==> config.mk <==
export PLATFORM = sky130hd
export DESIGN_NAME = term_ctrl_flat
export DESIGN_NICKNAME = d
export VERILOG_FILES = /design/src/rtl/term_pkg.sv /design/src/rtl/term_ctrl_if.sv /design/src/rtl/term_strobe_gen.sv /design/src/rtl/term_ctrl.sv /design/src/flat_wrapper.sv
export SDC_FILE = /design/constraint.sdc
export NUM_CORES = 1
export LEC_CHECK = 0
export BUFFER_PORTS_ARGS = -buffer_cell sky130_fd_sc_hd__buf_4
export CORE_UTILIZATION = 40
export CTS_CLUSTER_DIAMETER = 60
export DETAILED_ROUTE_END_ITERATION = 7
export PLACE_DENSITY = 0.66
export REMOVE_ABC_BUFFERS = 1
export SETUP_SLACK_MARGIN = 0.2
export SLEW_MARGIN = 20
export SYNTH_ARGS = -nofsm -noshare
export SYNTH_HDL_FRONTEND = slang
export SYNTH_HIERARCHICAL = 1
export SYNTH_SLANG_ARGS = --single-unit
==> constraint.sdc <==
create_clock -name clk -period 6.9 [get_ports clk]
set_input_delay 0 -clock clk [delete_from_list [all_inputs] [get_ports clk]]
set_output_delay 0 -clock clk [all_outputs]
set_load 0.03 [all_outputs]
==> src/rtl/term_pkg.sv <==
// rtl/term_pkg.sv - shared constants, attribute type and FSM encoding for the terminal controller
package term_pkg;

    localparam logic [7:0] C_BS  = 8'h08;
    localparam logic [7:0] C_TAB = 8'h09;
    localparam logic [7:0] C_LF  = 8'h0A;
    localparam logic [7:0] C_CR  = 8'h0D;
    localparam logic [7:0] C_ESC = 8'h1B;

    localparam logic [7:0] CMD_POS    = 8'h59;  // 'Y'
    localparam logic [7:0] CMD_FG     = 8'h46;  // 'F'
    localparam logic [7:0] CMD_BG     = 8'h42;  // 'B'
    localparam logic [7:0] CMD_UL_ON  = 8'h55;  // 'U'
    localparam logic [7:0] CMD_UL_OFF = 8'h75;  // 'u'
    localparam logic [7:0] CMD_CUR    = 8'h43;  // 'C'
    localparam logic [7:0] CMD_CLR    = 8'h4A;  // 'J'

    localparam int ROWS_DEF = 30;
    localparam int COLS_DEF = 80;

    localparam logic [1:0] DT_CHAR = 2'd0;
    localparam logic [1:0] DT_COL  = 2'd1;
    localparam logic [1:0] DT_ROW  = 2'd2;

    typedef struct packed {
        logic [11:0] fg;
        logic [11:0] bg;
        logic        underln;
        logic        curvis;
        logic        curblk;
    } attr_t;

    localparam attr_t ATTR_RESET = '{fg: 12'hFFF, bg: 12'h000, underln: 1'b0,
                                     curvis: 1'b1, curblk: 1'b1};

    localparam logic [2:0] ST_IDLE     = 3'd0;
    localparam logic [2:0] ST_DISPATCH = 3'd1;
    localparam logic [2:0] ST_ESC      = 3'd2;
    localparam logic [2:0] ST_ARG1     = 3'd3;
    localparam logic [2:0] ST_ARG2     = 3'd4;
    localparam logic [2:0] ST_WR       = 3'd5;
    localparam logic [2:0] ST_CLR      = 3'd6;

    // Cursor-address argument: byte minus 0x20, floored at 0, clamped to limit.
    function automatic logic [7:0] clamp_arg(input logic [7:0] b, input logic [7:0] limit);
        logic [7:0] v;
        v = (b < 8'h20) ? 8'h00 : b - 8'h20;
        return (v > limit) ? limit : v;
    endfunction

endpackage

==> src/rtl/term_ctrl_if.sv <==
// rtl/term_ctrl_if.sv - byte input stream, core latch interface and attribute outputs
interface term_ctrl_if;
    logic [7:0]  in_data;
    logic        in_valid;
    logic        in_ready;
    logic [4:0]  currow;
    logic [6:0]  curcol;
    logic [7:0]  data;
    logic [1:0]  dtype;
    logic        dstrobe;
    logic [11:0] fgclr;
    logic [11:0] bgclr;
    logic        underln;
    logic        curvis;
    logic        curblk;
    logic        busy;

    modport master (
        input  in_data, in_valid, currow, curcol,
        output in_ready, data, dtype, dstrobe, fgclr, bgclr, underln, curvis, curblk, busy
    );

    modport slave (
        output in_data, in_valid, currow, curcol,
        input  in_ready, data, dtype, dstrobe, fgclr, bgclr, underln, curvis, curblk, busy
    );
endinterface

==> src/rtl/term_strobe_gen.sv <==
// rtl/term_strobe_gen.sv - one core write: SETUP, STROBE_HI cycles high, STROBE_LO cycles low
module term_strobe_gen #(
    parameter int STROBE_HI = 8,
    parameter int STROBE_LO = 8
) (
    input  logic       clk,
    input  logic       reset_n,
    input  logic       start,
    input  logic [7:0] start_data,
    input  logic [1:0] start_type,
    output logic [7:0] data,
    output logic [1:0] dtype,
    output logic       dstrobe,
    output logic       idle,
    output logic       done
);
    localparam int CW = $clog2((STROBE_HI > STROBE_LO) ? STROBE_HI : STROBE_LO) + 1;
    localparam logic [CW-1:0] HI_LAST = CW'(STROBE_HI - 1);
    localparam logic [CW-1:0] LO_LAST = CW'(STROBE_LO - 1);

    localparam logic [1:0] G_IDLE  = 2'd0;
    localparam logic [1:0] G_SETUP = 2'd1;
    localparam logic [1:0] G_HI    = 2'd2;
    localparam logic [1:0] G_LO    = 2'd3;

    logic [1:0]    phase;
    logic [CW-1:0] cnt;

    assign idle = (phase == G_IDLE);
    assign done = (phase == G_LO) && (cnt == LO_LAST);

    // dstrobe is a flop so the core sees a clean edge; async reset drops it at once.
    always_ff @(posedge clk or negedge reset_n) begin
        if (!reset_n) begin
            phase   <= G_IDLE;
            cnt     <= '0;
            data    <= '0;
            dtype   <= '0;
            dstrobe <= 1'b0;
        end else if (start && (idle || done)) begin
            phase   <= G_SETUP;
            cnt     <= '0;
            data    <= start_data;
            dtype   <= start_type;
            dstrobe <= 1'b0;
        end else begin
            case (phase)
                G_SETUP: begin
                    phase   <= G_HI;
                    cnt     <= '0;
                    dstrobe <= 1'b1;
                end
                G_HI: begin
                    if (cnt == HI_LAST) begin
                        phase   <= G_LO;
                        cnt     <= '0;
                        dstrobe <= 1'b0;
                    end else begin
                        cnt <= cnt + CW'(1);
                    end
                end
                G_LO: begin
                    if (cnt == LO_LAST) begin
                        phase <= G_IDLE;
                    end else begin
                        cnt <= cnt + CW'(1);
                    end
                end
                default: ;
            endcase
        end
    end
endmodule

==> src/rtl/term_ctrl.sv <==
// rtl/term_ctrl.sv - byte-stream interpreter driving the VGA character terminal core
module term_ctrl
    import term_pkg::*;
#(
    parameter int STROBE_HI = 8,
    parameter int STROBE_LO = 8,
    parameter int ROWS      = ROWS_DEF,
    parameter int COLS      = COLS_DEF
) (
    input  logic       clk,
    input  logic       reset_n,
    term_ctrl_if.master bus
);
    localparam logic [7:0]  ROW_MAX   = 8'(ROWS - 1);
    localparam logic [7:0]  COL_MAX   = 8'(COLS - 1);
    localparam logic [11:0] CELL_LAST = 12'(ROWS * COLS - 1);
    localparam logic [2:0]  CLR_END   = 3'd5;

    logic [2:0]  state;
    logic [7:0]  byte_q;
    logic [7:0]  cmd_q;
    logic [7:0]  arg1_q;
    logic        pos_q;
    logic [7:0]  nxt_data;
    logic [1:0]  nxt_type;
    logic        nxt_valid;
    logic [2:0]  clr_step;
    logic [11:0] clr_cnt;
    attr_t       attr;

    logic        st_start;
    logic [7:0]  st_data;
    logic [1:0]  st_type;
    logic        st_idle;
    logic        st_done;
    logic [7:0]  gen_data;
    logic [1:0]  gen_dtype;
    logic        gen_dstrobe;

    logic        accept;
    logic [7:0]  row_next;
    logic [7:0]  tab_raw;
    logic [7:0]  tab_col;

    assign bus.in_ready = (state == ST_IDLE) || (state == ST_ESC) ||
                          (state == ST_ARG1) || (state == ST_ARG2);
    assign bus.busy     = ~bus.in_ready;
    assign accept       = bus.in_valid && bus.in_ready;

    assign row_next = ({3'b000, bus.currow} == ROW_MAX) ? 8'd0 : {3'b000, bus.currow} + 8'd1;
    assign tab_raw  = ({1'b0, bus.curcol} | 8'h07) + 8'h01;
    assign tab_col  = (tab_raw > COL_MAX) ? COL_MAX : tab_raw;

    // Writes are issued combinationally so a new one starts on the edge the previous one ends.
    always_comb begin
        st_start = 1'b0;
        st_data  = '0;
        st_type  = DT_CHAR;
        case (state)
            ST_DISPATCH: begin
                if (pos_q) begin
                    st_start = 1'b1;
                    st_type  = DT_ROW;
                    st_data  = clamp_arg(arg1_q, ROW_MAX);
                end else if (byte_q == C_CR) begin
                    st_start = 1'b1;
                    st_type  = DT_COL;
                end else if (byte_q == C_LF) begin
                    st_start = 1'b1;
                    st_type  = DT_ROW;
                    st_data  = row_next;
                end else if (byte_q == C_BS) begin
                    if (bus.curcol != 7'd0) begin
                        st_start = 1'b1;
                        st_type  = DT_COL;
                        st_data  = {1'b0, bus.curcol} - 8'd1;
                    end
                end else if (byte_q == C_TAB) begin
                    st_start = 1'b1;
                    st_type  = DT_COL;
                    st_data  = tab_col;
                end else if (byte_q >= 8'h20 && byte_q != 8'h7F) begin
                    st_start = 1'b1;
                    st_data  = byte_q;
                end
            end
            ST_WR: begin
                if (st_done && nxt_valid) begin
                    st_start = 1'b1;
                    st_type  = nxt_type;
                    st_data  = nxt_data;
                end
            end
            ST_CLR: begin
                if ((st_idle || st_done) && clr_step != CLR_END) begin
                    st_start = 1'b1;
                    case (clr_step)
                        3'd0, 3'd3: st_type = DT_ROW;
                        3'd1, 3'd4: st_type = DT_COL;
                        default: begin
                            st_type = DT_CHAR;
                            st_data = 8'h20;
                        end
                    endcase
                end
            end
            default: ;
        endcase
    end

    always_ff @(posedge clk or negedge reset_n) begin
        if (!reset_n) begin
            state     <= ST_IDLE;
            byte_q    <= '0;
            cmd_q     <= '0;
            arg1_q    <= '0;
            pos_q     <= 1'b0;
            nxt_data  <= '0;
            nxt_type  <= DT_CHAR;
            nxt_valid <= 1'b0;
            clr_step  <= '0;
            clr_cnt   <= '0;
            attr      <= ATTR_RESET;
        end else begin
            case (state)
                ST_IDLE: begin
                    if (accept) begin
                        byte_q <= bus.in_data;
                        state  <= (bus.in_data == C_ESC) ? ST_ESC : ST_DISPATCH;
                    end
                end
                ST_ESC: begin
                    if (accept) begin
                        cmd_q <= bus.in_data;
                        case (bus.in_data)
                            CMD_POS, CMD_FG, CMD_BG, CMD_CUR: state <= ST_ARG1;
                            CMD_UL_ON: begin
                                attr.underln <= 1'b1;
                                state        <= ST_IDLE;
                            end
                            CMD_UL_OFF: begin
                                attr.underln <= 1'b0;
                                state        <= ST_IDLE;
                            end
                            CMD_CLR: begin
                                clr_step <= '0;
                                clr_cnt  <= '0;
                                state    <= ST_CLR;
                            end
                            default: state <= ST_IDLE;
                        endcase
                    end
                end
                ST_ARG1: begin
                    if (accept) begin
                        arg1_q <= bus.in_data;
                        if (cmd_q == CMD_CUR) begin
                            attr.curvis <= bus.in_data[0];
                            attr.curblk <= bus.in_data[1];
                            state       <= ST_IDLE;
                        end else begin
                            state <= ST_ARG2;
                        end
                    end
                end
                ST_ARG2: begin
                    if (accept) begin
                        case (cmd_q)
                            CMD_FG: begin
                                attr.fg <= {arg1_q[3:0], bus.in_data};
                                state   <= ST_IDLE;
                            end
                            CMD_BG: begin
                                attr.bg <= {arg1_q[3:0], bus.in_data};
                                state   <= ST_IDLE;
                            end
                            default: begin
                                byte_q <= bus.in_data;
                                pos_q  <= 1'b1;
                                state  <= ST_DISPATCH;
                            end
                        endcase
                    end
                end
                ST_DISPATCH: begin
                    // Cursor addressing queues the column write behind the row write.
                    pos_q <= 1'b0;
                    if (pos_q) begin
                        nxt_valid <= 1'b1;
                        nxt_data  <= clamp_arg(byte_q, COL_MAX);
                        nxt_type  <= DT_COL;
                    end
                    state <= st_start ? ST_WR : ST_IDLE;
                end
                ST_WR: begin
                    if (st_done) begin
                        if (nxt_valid) begin
                            nxt_valid <= 1'b0;
                        end else begin
                            state <= ST_IDLE;
                        end
                    end
                end
                ST_CLR: begin
                    if (st_start) begin
                        if (clr_step == 3'd2) begin
                            if (clr_cnt == CELL_LAST) begin
                                clr_step <= 3'd3;
                            end else begin
                                clr_cnt <= clr_cnt + 12'd1;
                            end
                        end else begin
                            clr_step <= clr_step + 3'd1;
                        end
                    end else if (clr_step == CLR_END && st_done) begin
                        state <= ST_IDLE;
                    end
                end
                default: state <= ST_IDLE;
            endcase
        end
    end

    term_strobe_gen #(
        .STROBE_HI (STROBE_HI),
        .STROBE_LO (STROBE_LO)
    ) u_strobe (
        .clk        (clk),
        .reset_n    (reset_n),
        .start      (st_start),
        .start_data (st_data),
        .start_type (st_type),
        .data       (gen_data),
        .dtype      (gen_dtype),
        .dstrobe    (gen_dstrobe),
        .idle       (st_idle),
        .done       (st_done)
    );

    assign bus.data    = gen_data;
    assign bus.dtype   = gen_dtype;
    assign bus.dstrobe = gen_dstrobe;
    assign bus.fgclr   = attr.fg;
    assign bus.bgclr   = attr.bg;
    assign bus.underln = attr.underln;
    assign bus.curvis  = attr.curvis;
    assign bus.curblk  = attr.curblk;
endmodule

==> src/flat_wrapper.sv <==
// flat-port wrapper written by rule: the top's interface ports become plain ports
module term_ctrl_flat import term_pkg::*;
#(
    parameter int STROBE_HI = 8,
    parameter int STROBE_LO = 8,
    parameter int ROWS      = ROWS_DEF,
    parameter int COLS      = COLS_DEF
)
  (clk, reset_n, bus_in_data, bus_in_valid, bus_currow, bus_curcol, bus_in_ready, bus_data, bus_dtype, bus_dstrobe, bus_fgclr, bus_bgclr, bus_underln, bus_curvis, bus_curblk, bus_busy);
  term_ctrl_if bus_i ();
  input  logic clk;
  input  logic reset_n;
  input wire logic [$bits(bus_i.in_data)-1:0] bus_in_data;
  input wire logic [$bits(bus_i.in_valid)-1:0] bus_in_valid;
  input wire logic [$bits(bus_i.currow)-1:0] bus_currow;
  input wire logic [$bits(bus_i.curcol)-1:0] bus_curcol;
  output wire logic [$bits(bus_i.in_ready)-1:0] bus_in_ready;
  output wire logic [$bits(bus_i.data)-1:0] bus_data;
  output wire logic [$bits(bus_i.dtype)-1:0] bus_dtype;
  output wire logic [$bits(bus_i.dstrobe)-1:0] bus_dstrobe;
  output wire logic [$bits(bus_i.fgclr)-1:0] bus_fgclr;
  output wire logic [$bits(bus_i.bgclr)-1:0] bus_bgclr;
  output wire logic [$bits(bus_i.underln)-1:0] bus_underln;
  output wire logic [$bits(bus_i.curvis)-1:0] bus_curvis;
  output wire logic [$bits(bus_i.curblk)-1:0] bus_curblk;
  output wire logic [$bits(bus_i.busy)-1:0] bus_busy;
  assign bus_i.in_data = bus_in_data;
  assign bus_i.in_valid = bus_in_valid;
  assign bus_i.currow = bus_currow;
  assign bus_i.curcol = bus_curcol;
  assign bus_in_ready = bus_i.in_ready;
  assign bus_data = bus_i.data;
  assign bus_dtype = bus_i.dtype;
  assign bus_dstrobe = bus_i.dstrobe;
  assign bus_fgclr = bus_i.fgclr;
  assign bus_bgclr = bus_i.bgclr;
  assign bus_underln = bus_i.underln;
  assign bus_curvis = bus_i.curvis;
  assign bus_curblk = bus_i.curblk;
  assign bus_busy = bus_i.busy;
  term_ctrl #(.STROBE_HI(STROBE_HI), .STROBE_LO(STROBE_LO), .ROWS(ROWS), .COLS(COLS)) u_core (.clk(clk), .reset_n(reset_n), .bus(bus_i));
endmodule
==> impl_metrics.py, run 1 <==
metrics = {
    "synth": {
        "syn_avg_cell_area_um2": 9.840,
        "async_flop_share": 1.000,
        "netlist_top_cells_area": "dfrtp_1 37%, dfstp_2 6.5%, mux2_2 6.2%, nand2_1 5.6%, ha_1 4.4%",
        "yosys_warnings": 6,
        "synthFlopType": "dfrtp_1",
        "syn_area_um2": 5648,
        "ys_seq_area_frac": 0.4329,
        "yosys.cell_types.count": 73,
        "synth_top_cell_by_area": "dfrtp_1",
        "ys_ff_latch": 97,
        "netlist_top_cells_count": "85 x nand2_1, 83 x dfrtp_1, 34 x a21oi_1",
        "synth_top_cell_area_share": 0.3677,
        "synth_edf_count": 0,
        "yosysMostFrequentCell": "nand2_1",
        "syn_inst": 574,
    },
    "setup_path": {
        "crit_path_start": "u_core/byte_q[4]$_DFFE_PN0P_",
        "critPathCaptureType": "flip-flop",
        "crit_type": "reg2reg",
        "r2r-start": "u_core/byte_q[4]$_DFFE_PN0P_",
        "critPathMaxFanout": 17,
        "arrival_ns": 3.54,
        "crit_path_start_kind": "flip-flop",
        "critPathRequiredTime_ns": 7.12,
    },
    "floorplanning": {
        "start_util": 0.4085,
        "die_y_um": 120.8,
        "io_pins": 63,
        "dieArea_um2": 14600,
        "design.core.area_um2": 13830,
        "std_cell_rows": 43,
        "die_x_um": 120.8,
    },
    "cts": {
        "clk_pin_slew_ns": 0.07,
        "post_cts_buffers": 0,
        "clockBufferDepth": 2,
        "cts_root_buffer": "clkbuf_16",
        "cts_sinks": 97,
        "cts_tree": "yes",
        "htreeDepth": 3,
        "clk-insertion-delay-late_ns": 0.35,
        "cts-buffers-inserted": 9,
    },
    "global_route": {
        "grt_pass1_wl_mm": 22.72,
        "grt_max_degree": 85,
        "grt.total_usage": 0.2006,
        "gr-total-overflow": 0,
        "antenna_found_initial": 0,
        "grt_pass1_vias": 4492,
    },
    "power_and_ir_drop": {
        "power_w": 0.001993,
        "power_density_nw_per_um2": 300.8,
        "p_leak_nw": 3.036,
        "peakVddDrop_mv": 0.1244,
    },
    "finish": {
        "drive_above_1_share": 0.2464,
        "diodes": 0,
        "fin_nets": 671,
        "area_delta_synth_final_pct": 17.30,
    },
    "status": {
        "outcome": "completed",
    },
    "detailed_routing": {
        "vias_per_cell": 5.708,
        "remaining_drc_errors": 0,
        "ant_nets": 0,
        "wl_mm": 14.15,
        "drtIter0Drc": 324,
        "wl_per_cell_um": 17.41,
        "num_vias": 4641,
        "dr.pass1.iters": 5,
    },
    "timing": {
        "timing.slew.headroom": 0.3316,
        "finClkSkew_ns": 0.01084,
        "rsz0062_at_grt": "no",
        "post-route-period-util": 0.4805,
        "slew_violations": 0,
        "period_needed_ns": 3.315,
        "final-hold-violation-count": 0,
        "setup_tns_ns": 0,
        "fmax_mhz": 301.6,
        "setup_viol": 0,
        "worstMarginPinSlew_ns": 0.9950,
    },
    "placement": {
        "dp_hpwl_mm": 10.07,
        "place_congestion": 0.9106,
        "numPortBuffers": 62,
    },
    "min_path": {
        "hp-class": "in2async",
    },
    "flow_run": {
        "cap_violations": 0,
    },
}
critical path, stage by stage, from the launching register on:
cell and delay [ns]:
dfrtp_1 0.47, or4b_1 0.61, or3_1 0.44, o21ai_0 0.35, o41ai_1 0.20, nand2_1 0.09
o21a_1 0.62, mux2_2 0.41
logic make-up (layout without fill, tap and decap cells):
kind of cell               count (synthesis)  after routing  share of synthesized area
and+or+nand+nor                          213            213                     0.2082
AOI/OAI and AO/OA                        135            135                     0.1588
DFF                                       97             97                     0.4329
buffers and inverters                     54            113                    0.04231
muxes                                     44             44                    0.09637
adders and majority gates                 20             20                    0.04431
xor gates and xnor gates                  11             11                    0.01706
power breakdown:
| group | internal (W) | switching, W | total (W) |
|---|---|---|---|
| sequential | 0.000667 | 0.000129 | 0.000797 |
| combinational | 0.000283 | 0.000392 | 0.000675 |
| clock | 0.000289 | 0.000232 | 0.000521 |
| total | 0.00124 | 0.000754 | 0.00199 |
metal layers:
| layer | track usage | wire length [um] | part of all wire | vias to the layer above |
|---|---|---|---|---|
| met5 | 0 | 0 | 0 | - |
| met4 | 0.1011 | 413 | 0.029 | 0 |
| met3 | 0.02736 | 491 | 0.035 | 26 |
| met2 | 0.3264 | 6978 | 0.49 | 106 |
| met1 | 0.2605 | 6269 | 0.44 | 2302 |
| li1 | - | - | - | 2207 |
path summary, 6_finish.rpt:
path                                                             end  slack [ns]  cells after the start
min in group clk                        u_core/byte_q[7]$_DFFE_PN0P_        0.19                      3
worst max register to register  u_core/u_strobe/dtype[1]$_DFFE_PN0P_        3.58                      7
worst max-delay path            u_core/u_strobe/dtype[1]$_DFFE_PN0P_        3.58                      7
worst min-delay path                    u_core/arg1_q[3]$_DFFE_PN0P_        0.04                      2
max in group asynchronous       u_core/u_strobe/dtype[1]$_DFFE_PN0P_        5.87                      3
worst min register to register        u_core/nxt_type[0]$_DFFE_PN0P_        0.48                      1
layout make-up:
| cell class | instances | area [um2] |
|---|---|---|
| clock buffer | 9 | 225.2 |
| clock inverter | 7 | 85.08 |
| fill | 1261 | 7202 |
| inverter | 22 | 82.58 |
| multi-input combinational | 423 | 2970 |
| sequential | 97 | 2445 |
| tap | 180 | 225.2 |
| timing repair buffer | 75 | 591.8 |
metrics by stage:
step	cell area [um2]	setup WS [ns]	cells	hold WS [ns]	util
finish	6625	3.585	813	0.03752	0.4791
global route	6625	3.353	813	0.05880	0.4791
CTS	6615	3.643	813	0.03887	0.4784
detailed placement	6205	3.657	787	-0.1480	0.4487
global placement	6205	3.746	787	-0.1496	0.4487
floorplan	5492	3.907	542	-0.2956	-
cell usage in the layout, fill, tap and decap left out, types with 4 or more instances in the layout:
cell           synthesis  final
nand2_1               85     85
dfrtp_1               83     83
buf_4                  0     64
a21oi_1               34     34
o21ai_0               32     32
mux2_2                31     31
inv_1                 20     20
ha_1                  20     20
nand3_1               19     19
nor2_1                18     18
dfstp_2               14     14
mux2_4                13     13
nor3_1                12     12
dlygate4sd3_1          0     10
clkbuf_16              0      9
or3_1                  9      9
xnor2_1                9      9
nand2b_1               8      8
nand4_1                8      8
and3_1                 6      6
nand3b_1               6      6
a21o_1                 6      6
o21a_1                 6      6
o41ai_1                5      5
a211oi_1               5      5
a31oi_1                5      5
nor4b_1                4      4
nor3b_1                4      4
o221ai_1               4      4
or2_2                  4      4
o211ai_1               4      4
o211a_1                4      4
or4_1                  4      4
o31ai_1                4      4
flip-flops by register name, indices dropped and copies added (netlist names):
| signal | flops |
|---|---|
| u_core/u_strobe/dtype | 2 |
| u_core/clr_cnt | 12 |
| u_core/pos_q | 1 |
| u_core/byte_q | 8 |
| u_core/bus.bgclr | 12 |
| u_core/bus.underln | 1 |
| u_core/u_strobe/dstrobe | 1 |
| u_core/nxt_type | 1 |
| u_core/nxt_valid | 1 |
| u_core/u_strobe/cnt | 4 |
| u_core/nxt_data | 8 |
| u_core/u_strobe/phase | 2 |
| u_core/state | 3 |
| u_core/clr_step | 3 |
| u_core/u_strobe/data | 8 |
| u_core/cmd_q | 8 |
| u_core/bus.curvis | 1 |
| u_core/arg1_q | 8 |
| u_core/bus.fgclr | 12 |
| u_core/bus.curblk | 1 |
what timing repair did:
action,in CTS,in global routing
hold buffers,10,0
endpoints found under the hold margin,43,0
gates resized for setup,0,0
(Power assumes the default switching activity.)
==> run 2: changes to the inputs <==
--- a/config.mk
+++ b/config.mk
@@ -9,7 +9,7 @@
 export CORE_UTILIZATION = 40
 export CTS_CLUSTER_DIAMETER = 60
 export DETAILED_ROUTE_END_ITERATION = 7
-export PLACE_DENSITY = 0.66
+export PLACE_DENSITY = 0.68
 export REMOVE_ABC_BUFFERS = 1
 export SETUP_SLACK_MARGIN = 0.2
 export SLEW_MARGIN = 20
==> constraint.sdc (replaced) <==
create_clock -name clk -period 3 [get_ports clk]
set_input_delay 0 -clock clk [delete_from_list [all_inputs] [get_ports clk]]
set_output_delay 0 -clock clk [all_outputs]
set_load 0.03 [all_outputs]
==> impl_metrics.py, run 2 (same netlist as run 1, synthesis figures left out) <==
metrics = {
    "finish": {
        "area_delta_synth_final_pct": 19.41,
        "multiInputGateArea_um2": 2972,
        "final_cell_mix": "85 x nand2_1, 82 x buf_4, 82 x dfrtp_1, 34 x a21oi_1",
        "fillCellCount": 1278,
        "fin_util": 0.4877,
        "fin_nets": 688,
        "diodes": 0,
        "final_common_cell": "nand2_1",
        "drive_above_1_share": 0.2692,
        "regArea_um2": 2446,
    },
    "timing": {
        "finClkSkew_ns": 0.006952,
        "setup_tns_ns": 0,
        "slew_violations": 0,
        "rsz0062_at_grt": "yes",
        "timing.slew.headroom": 0.3233,
        "final-hold-violation-count": 0,
        "period_needed_ns": 2.647,
        "worstMarginPinSlew_ns": 1.015,
        "fmax_mhz": 377.8,
        "post-route-period-util": 0.8823,
        "setup_viol": 0,
    },
    "placement": {
        "place_congestion": 0.8937,
        "dp_hpwl_mm": 10.21,
        "numPortBuffers": 62,
    },
    "cts": {
        "cts_tree": "yes",
        "cts-buffers-inserted": 9,
        "htreeDepth": 3,
        "clockBufferDepth": 2,
        "clk-insertion-delay-late_ns": 0.36,
        "clk_pin_slew_ns": 0.07,
        "post_cts_buffers": 0,
        "cts_root_buffer": "clkbuf_16",
        "cts_sinks": 97,
    },
    "power_and_ir_drop": {
        "p_comb_frac": 0.359,
        "peakVddDrop_mv": 0.2726,
        "power_w": 0.004673,
        "power_density_nw_per_um2": 692.9,
        "p_leak_nw": 3.116,
        "pwr-share-clk": 0.258,
        "seqPwrFrac": 0.383,
        "p_int_w": 0.002905,
        "switching_share": 0.3783,
        "p_switching_w": 0.001768,
    },
    "floorplanning": {
        "design.core.area_um2": 13830,
        "io_pins": 63,
        "die_y_um": 120.8,
        "start_util": 0.4085,
        "std_cell_rows": 43,
        "dieArea_um2": 14600,
        "die_x_um": 120.8,
    },
    "global_route": {
        "grt_pass1_wl_mm": 23.48,
        "gr-total-overflow": 0,
        "grt.total_usage": 0.2054,
        "antenna_found_initial": 0,
        "grt_pass1_vias": 4692,
        "grt_max_degree": 73,
    },
    "setup_path": {
        "path_cells": "or4b_1 > or3_1 > o21ai_1 > o41ai_1 > nand2_1 > o21a_1 > buf_4 > mux2_2",
        "crit_family": "simple AND/OR/NAND/NOR gates",
        "critPathMaxFanout": 17,
        "critPathRequiredTime_ns": 3.24,
        "crit_type": "reg2reg",
        "arrival_ns": 2.89,
        "cp_slowest_cell": "or4b_1",
        "critPathCaptureType": "flip-flop",
        "worst-path-buf-inv": 1,
        "critical-path-max-stage-delay_ns": 0.58,
        "crit_path_start": "u_core/byte_q[4]$_DFFE_PN0P_",
        "r2r-start": "u_core/byte_q[4]$_DFFE_PN0P_",
        "crit_path_start_kind": "flip-flop",
    },
    "detailed_routing": {
        "remaining_drc_errors": 0,
        "dr.pass1.iters": 6,
        "drtIter0Drc": 286,
        "wl_mm": 14.35,
        "vias_per_cell": 5.639,
        "num_vias": 4680,
        "wl_per_cell_um": 17.29,
        "ant_nets": 0,
    },
    "min_path": {
        "hp-class": "in2reg",
        "min-delay-start": "bus_curcol[2]",
    },
    "status": {
        "outcome": "completed",
    },
    "flow_run": {
        "cap_violations": 0,
    },
}
-- run 2: worst paths after layout --
check | cells after the start | endpoint | slack (ns)
worst max-delay path | 8 | u_core/u_strobe/data[3]$_DFFE_PN0P_ | 0.35
worst min-delay path | 4 | u_core/u_strobe/data[2]$_DFFE_PN0P_ | 0.19
worst max register to register | 8 | u_core/u_strobe/data[3]$_DFFE_PN0P_ | 0.35
worst min register to register | 2 | u_core/cmd_q[1]$_DFFE_PN0P_ | 0.47
max in group asynchronous | 3 | u_core/bus.fgclr[4]$_DFFE_PN1P_ | 1.86
min in group asynchronous | 2 | u_core/bus.bgclr[11]$_DFFE_PN0P_ | 0.31
-- run 2: metal layers --
metal,global-route usage,up-vias,share of wire
li1,-,2243,-
met1,0.2720,2318,0.47
met2,0.3332,100,0.48
met3,0.03632,19,0.035
met4,0.07870,0,0.019
met5,0,-,0
-- run 2: final cells by class --
class,instances,share of cell area
Multi-Input combinational cell,423,0.4406
Sequential cell,97,0.3627
Timing Repair Buffer,92,0.1061
Clock buffer,9,0.03340
Tap cell,180,0.03340
Inverter,22,0.01224
Clock inverter,7,0.01150
-- run 2: worst min-delay path, delay by kind of cell --
| family | cells | cell delay, ns |
|---|---|---|
| buf+inv | 1 | 0.10 |
| compound gates | 1 | 0.18 |
| xor+xnor | 1 | 0.08 |
| mux | 1 | 0.15 |
-- run 2: repair_timing --
item,in CTS,in global routing
hold buffers,10,0
endpoints found under the hold margin,102,0
gates resized for setup,0,4
setup endpoints to repair,0,14
-- run 2: power by group through the flow --
stage | combinational [W] | sequential [W] | clock, W
finish | 0.00168 | 0.00179 | 0.00121
global placement | 0.00164 | 0.00179 | 0
floorplan | 0.000989 | 0.00186 | 0
global route | 0.00184 | 0.00183 | 0.00129
detailed placement | 0.00166 | 0.00181 | 0
CTS | 0.00168 | 0.00178 | 0.00123
-- run 2: per-stage QoR --
step           worst slack [ns]  hold WS (ns)  std cells  cell area, um2
6_report                 0.3531        0.1864        830            6744
5_1_grt                  0.1970        0.2035        830            6744
4_1_cts                  0.2304        0.1768        830            6735
3_5_place_dp             0.2510        0.2041        804            6332
3_3_place_gp             0.3608        0.1964        804            6332
2_1_floorplan          0.007274       -0.2956        542            5492
